[config.mk]
export PLATFORM = sky130hd
export DESIGN_NAME = bconv_col_engine
export DESIGN_NICKNAME = d
export VERILOG_FILES = /design/src/rtl/bconv_col_engine.sv
export SDC_FILE = /design/constraint.sdc
export NUM_CORES = 1
export LEC_CHECK = 0
export CAP_MARGIN = 20
export CORE_UTILIZATION = 56
export CTS_CLUSTER_DIAMETER = 50
export DETAILED_ROUTE_END_ITERATION = 12
export MAX_ROUTING_LAYER = met4
export PLACE_DENSITY = 0.83
export SYNTH_ARGS = -nofsm -noshare
export SYNTH_HDL_FRONTEND = slang
export SYNTH_SLANG_ARGS = --single-unit
[constraint.sdc]
create_clock -name clk -period 2.35 [get_ports clk]
set_input_delay 0.5875 -clock clk [delete_from_list [all_inputs] [get_ports clk]]
set_output_delay 0.5875 -clock clk [all_outputs]
set_load 0.02 [all_outputs]
[src/rtl/bconv_col_engine.sv]
// Streaming binary 3x3 convolution: slides a 3-column window over incoming columns,
// XNOR-matches it against a latched kernel and emits one sign bit per output column.
module bconv_col_engine #(
    parameter int IDX_W  = 4,
    parameter int THRESH = 5
) (
    input  logic             clk,
    input  logic             reset_b,
    input  logic [15:0]      weights_data,
    input  logic             weights_load,
    input  logic             row_start,
    input  logic             d_valid,
    input  logic [2:0]       d_in,
    output logic             res_valid,
    output logic             res_bit,
    output logic [IDX_W-1:0] res_idx,
    output logic             busy
);

    logic [8:0]       kernel_q;
    logic [2:0]       win0_q, win1_q, win2_q;
    logic [2:0]       win0_d, win1_d, win2_d;
    logic [1:0]       fill_q, fill_d;
    logic [IDX_W-1:0] col_cnt_q, col_cnt_d;
    logic             eval_q, eval_d;

    logic [2:0][1:0]  s1_cnt_q, s1_cnt_d;
    logic [IDX_W-1:0] s1_idx_q;
    logic             s1_valid_q;

    logic             res_valid_q, res_bit_q;
    logic [IDX_W-1:0] res_idx_q;
    logic [3:0]       match_sum;

    logic unused_weights;
    assign unused_weights = ^weights_data[15:9];

    // Matches in one kernel row; bit c of both operands is window column c (0 oldest).
    function automatic logic [1:0] row_match(input logic [2:0] bits, input logic [2:0] w);
        logic [2:0] x;
        x = ~(bits ^ w);
        return {1'b0, x[0]} + {1'b0, x[1]} + {1'b0, x[2]};
    endfunction

    // NOTE: every variable written here gets a default first, so no path can infer a latch.
    always_comb begin
        win0_d    = win0_q;
        win1_d    = win1_q;
        win2_d    = win2_q;
        fill_d    = fill_q;
        col_cnt_d = col_cnt_q;
        eval_d    = 1'b0;
        if (row_start) begin
            win0_d = '0;
            win1_d = '0;
            if (d_valid) begin
                win2_d    = d_in;
                fill_d    = 2'd1;
                col_cnt_d = IDX_W'(1);
            end else begin
                win2_d    = '0;
                fill_d    = 2'd0;
                col_cnt_d = '0;
            end
        end else if (d_valid) begin
            win0_d    = win1_q;
            win1_d    = win2_q;
            win2_d    = d_in;
            col_cnt_d = col_cnt_q + 1'b1;
            fill_d    = (fill_q == 2'd3) ? 2'd3 : fill_q + 2'd1;
            eval_d    = (fill_q >= 2'd2);
        end
    end

    always_comb begin
        for (int r = 0; r < 3; r++) begin
            s1_cnt_d[r] = row_match({win2_q[r], win1_q[r], win0_q[r]}, kernel_q[3*r +: 3]);
        end
    end

    assign match_sum = {2'b00, s1_cnt_q[0]} + {2'b00, s1_cnt_q[1]} + {2'b00, s1_cnt_q[2]};

    // NOTE: state updates use non-blocking assignments so every register samples pre-edge values.
    always_ff @(posedge clk or negedge reset_b) begin
        if (!reset_b) begin
            kernel_q    <= '0;
            win0_q      <= '0;
            win1_q      <= '0;
            win2_q      <= '0;
            fill_q      <= '0;
            col_cnt_q   <= '0;
            eval_q      <= 1'b0;
            s1_cnt_q    <= '0;
            s1_idx_q    <= '0;
            s1_valid_q  <= 1'b0;
            res_valid_q <= 1'b0;
            res_bit_q   <= 1'b0;
            res_idx_q   <= '0;
        end else begin
            if (weights_load) begin
                kernel_q <= weights_data[8:0];
            end
            win0_q    <= win0_d;
            win1_q    <= win1_d;
            win2_q    <= win2_d;
            fill_q    <= fill_d;
            col_cnt_q <= col_cnt_d;
            eval_q    <= eval_d;

            s1_valid_q <= eval_q;
            if (eval_q) begin
                s1_cnt_q <= s1_cnt_d;
                s1_idx_q <= col_cnt_q - IDX_W'(3);
            end

            // Result fields hold their last values between pulses.
            res_valid_q <= s1_valid_q;
            if (s1_valid_q) begin
                res_bit_q <= (match_sum >= 4'(THRESH));
                res_idx_q <= s1_idx_q;
            end
        end
    end

    assign res_valid = res_valid_q;
    assign res_bit   = res_bit_q;
    assign res_idx   = res_idx_q;
    assign busy      = eval_q | s1_valid_q | res_valid_q;

endmodule
==> impl_metrics.json <==
{
  "outcome": "finished clean",
  "power.share.sequential_pct": 50.8,
  "crit_path_start_kind": "flop",
  "antenna_diode_count": 0,
  "floorplan.die.width_um": 59.58,
  "post_synth_instance_area_um2": 1857,
  "worst-path-buf-inv": 1,
  "yosys.cell_count.top_type": "sky130_fd_sc_hd__dfrtp_1",
  "data_required_time_at_the_worst_endpoint_ns": 1.76,
  "fill_cells": 253,
  "critical_path.cell_chain": "or3_1 > dlygate4sd2_1",
  "share_comb_of_total_power_pct": 29.3,
  "cts_made_buffers": 5,
  "timing.final.crit_period_ns": 2.117,
  "cts_root_buffer": "sky130_fd_sc_hd__clkbuf_4",
  "number_of_synthesized_flops_with_an_enable_pin": 0,
  "nNetsFinal": 203,
  "worst_path_max_delay_cell": "sky130_fd_sc_hd__dfrtp_2",
  "drt_initial_violations": 24,
  "global_route.overflow_total": 0,
  "swShare_pct": 31.00,
  "grt_antenna_before_repair": 0,
  "power_per_cell_area_nw_per_um2": 861.8,
  "power_frac_clock_pct": 19.9,
  "register_area_um2": 1052,
  "synth_top_flop_cell": "sky130_fd_sc_hd__dfrtp_1",
  "top_cell_family_by_delay_on_the_critical_path": "flip-flops",
  "holdCritPathClass": "in2async",
  "post-dp-hpwl_um": 2431,
  "yosys-top-cells-area": "sky130_fd_sc_hd__dfrtp_1, sky130_fd_sc_hd__mux2_1, sky130_fd_sc_hd__xnor2_1, sky130_fd_sc_hd__fa_1, sky130_fd_sc_hd__mux2i_1",
  "track_usage_pct": 22.70,
  "ys.warnings.count": 0,
  "port_buffers": 23,
  "drc_errors": 0,
  "mappedNetlistNets": 175,
  "area_delta_synth_final_pct": 17.72,
  "globalplace.congestion": 0.7717,
  "crit_arrival_ns": 1.53,
  "clock_tree_from_tritoncts": "yes",
  "power.switching_uw": 584.0,
  "num_io_pins": 31,
  "setup_viol": 0,
  "timing.setup.tns_ns": 0,
  "synthesis.instances": 143,
  "die-area_um2": 3550,
  "crit_end_element": "output port",
  "via_cell_ratio": 5.185,
  "fin_skew_ns": 0.008314,
  "clock.fmax_ghz": 0.4723,
  "antenna_left": 0,
  "synth_top_area_share_pct": 56.60,
  "clk_path_buf_depth": 2,
  "report.final.slew_viol_count": 0,
  "max_slew.worst_pin.slew_ns": 0.4147,
  "cts.htree.levels": 2,
  "setup.worst_path.class": "reg2out",
  "postCtsSetupRepairBufs": 0,
  "route.detailed.wl_per_inst_um": 14.31,
  "largest_net_degree_at_the_start_of_global_routing": 21,
  "initial_utilization_pct": 59.84,
  "hold_viol_final": 0,
  "ir_worst_vdd_mv": 0.5508,
  "clock_sinks": 42,
  "synth-async-reset-ratio_pct": 100.0,
  "synth.avg_cell_area_um2": 12.98,
  "leakage_nw": 0.9783,
  "slew-limit-headroom_pct": 72.26,
  "vias": 1120,
  "synth_largest_area_cell": "sky130_fd_sc_hd__dfrtp_1",
  "die_height_um": 59.58,
  "yosysSeqAreaShare_pct": 56.60,
  "smallest_hold_slack_ns": 0.08075,
  "multi_input_comb_area_um2": 730.7,
  "clk_transition_reported_paths_ns": 0.12,
  "ranking_of_synthesized_cells_by_instance_count": "sky130_fd_sc_hd__dfrtp_1, sky130_fd_sc_hd__mux2_1, sky130_fd_sc_hd__nor2_1",
  "cell_internal_pwr_mw": 1.300,
  "insertion_delay_ns": 0.36,
  "detail_route.wirelength_um": 3090,
  "ys_types": 24,
  "max_cap_violations": 0,
  "drt-pass1-iter-count": 4,
  "final.period_utilization_pct": 90.09,
  "first_pass_grt_wire_length_um": 5561,
  "setup_repair_after_global_routing_missed_its_margin": "no",
  "fp.coreArea_um2": 3103,
  "number_of_global_route_vias_before_repair": 1240,
  "drive_above_1_share_pct": 9.884,
  "largest_fanout_on_the_critical_path": 8,
  "ys_seq_elements": 42,
  "delay_of_the_slowest_cell_on_the_worst_path_ns": 0.48,
  "std_cell_rows": 20
}
## state kept, by name, indices dropped and copies added (netlist names)
name,count
kernel_q,9
s1_cnt_q,6
col_cnt_q,4
res_idx,4
s1_idx_q,4
win0_q,3
win1_q,3
win2_q,3
fill_q,2
eval_q,1
res_bit,1
res_valid,1
s1_valid_q,1
## per-stage QoR
step / power, mW / utilization [%] / worst slack [ns] / instances / instance area, um2
floorplan: 1.299 / - / 0.7395 / 143 / 1857
global placement: 1.484 / 68.39 / 0.3916 / 208 / 2122
detailed placement: 1.533 / 68.39 / 0.3770 / 208 / 2122
CTS: 1.910 / 70.44 / 0.2139 / 216 / 2186
global route: 2.024 / 70.44 / 0.1741 / 216 / 2186
finish: 1.884 / 70.44 / 0.2328 / 216 / 2186
## power groups by stage
| stage | sequential (mW) | combinational [mW] | clock [mW] |
|---|---|---|---|
| 2_1_floorplan | 1.00 | 0.295 | 0 |
| 3_3_place_gp | 0.962 | 0.522 | 0 |
| 3_5_place_dp | 0.975 | 0.558 | 0 |
| 4_1_cts | 0.959 | 0.563 | 0.387 |
| 5_1_grt | 0.977 | 0.631 | 0.415 |
| 6_report | 0.958 | 0.552 | 0.374 |
## cell families after synthesis
family	share of synthesized area [%]
fa+ha+maj	7.413
simple gates	6.133
flops	56.60
xor+xnor	6.604
compound gates	3.774
buf+inv	4.042
mux	15.43
## final cells by class
| cell class | instances | share of cell area (%) |
|---|---|---|
| Sequential cell | 42 | 48.14 |
| Timing Repair Buffer | 28 | 11.96 |
| Clock inverter | 2 | 0.5724 |
| Tap cell | 44 | 2.519 |
| Inverter | 6 | 1.030 |
| Clock buffer | 6 | 2.347 |
| Multi-Input combinational cell | 88 | 33.43 |
## layout by cell type, fill, tap and decap left out, drive strengths merged
cell            n
mux2           18
a31oi           1
xor2            2
dfrtp          42
a21oi           6
nor2           13
nor2b           1
clkdlybuf4s50  21
nand4           1
mux2i           8
and3            1
buf             6
xnor2          12
nand2           9
a22o            1
or3             1
clkinv          1
ha              3
dlygate4sd2     1
clkinvlp        1
nand2b          1
inv             6
clkbuf          6
o21ai           5
fa              5
## metal layers
| layer | up-vias | part of all wire, % | wire length [um] | GRT usage (%) |
|---|---|---|---|---|
| met5 | - | 0 | 0 | - |
| met2 | 23 | 54 | 1656 | 38.36 |
| met1 | 565 | 42 | 1285 | 26.22 |
| li1 | 528 | - | - | - |
| met4 | 0 | 1.0 | 31 | 9.967 |
| met3 | 4 | 3.8 | 117 | 4.585 |
## final timing paths
| kind | from | endpoint | slack (ns) | depth (start not counted) |
|---|---|---|---|---|
| max in group asynchronous | reset_b | kernel_q[8] | 1.75 | 2 |
| min reg2reg | res_idx[0] | res_idx[0] | 0.50 | 1 |
| max reg2reg | s1_cnt_q[1] | res_bit | 0.61 | 5 |
| min | reset_b | s1_cnt_q[0] | 0.08 | 1 |
| max | s1_valid_q | busy | 0.23 | 2 |
| min in group clk | res_idx[0] | res_idx[0] | 0.50 | 1 |
## repair_timing
item / CTS / global route
gates resized for setup: 2 / 0
endpoints found under the setup margin: 1 / 0
hold buffers: 0 / 0
No activity file was read; power rests on OpenSTA's default activity.
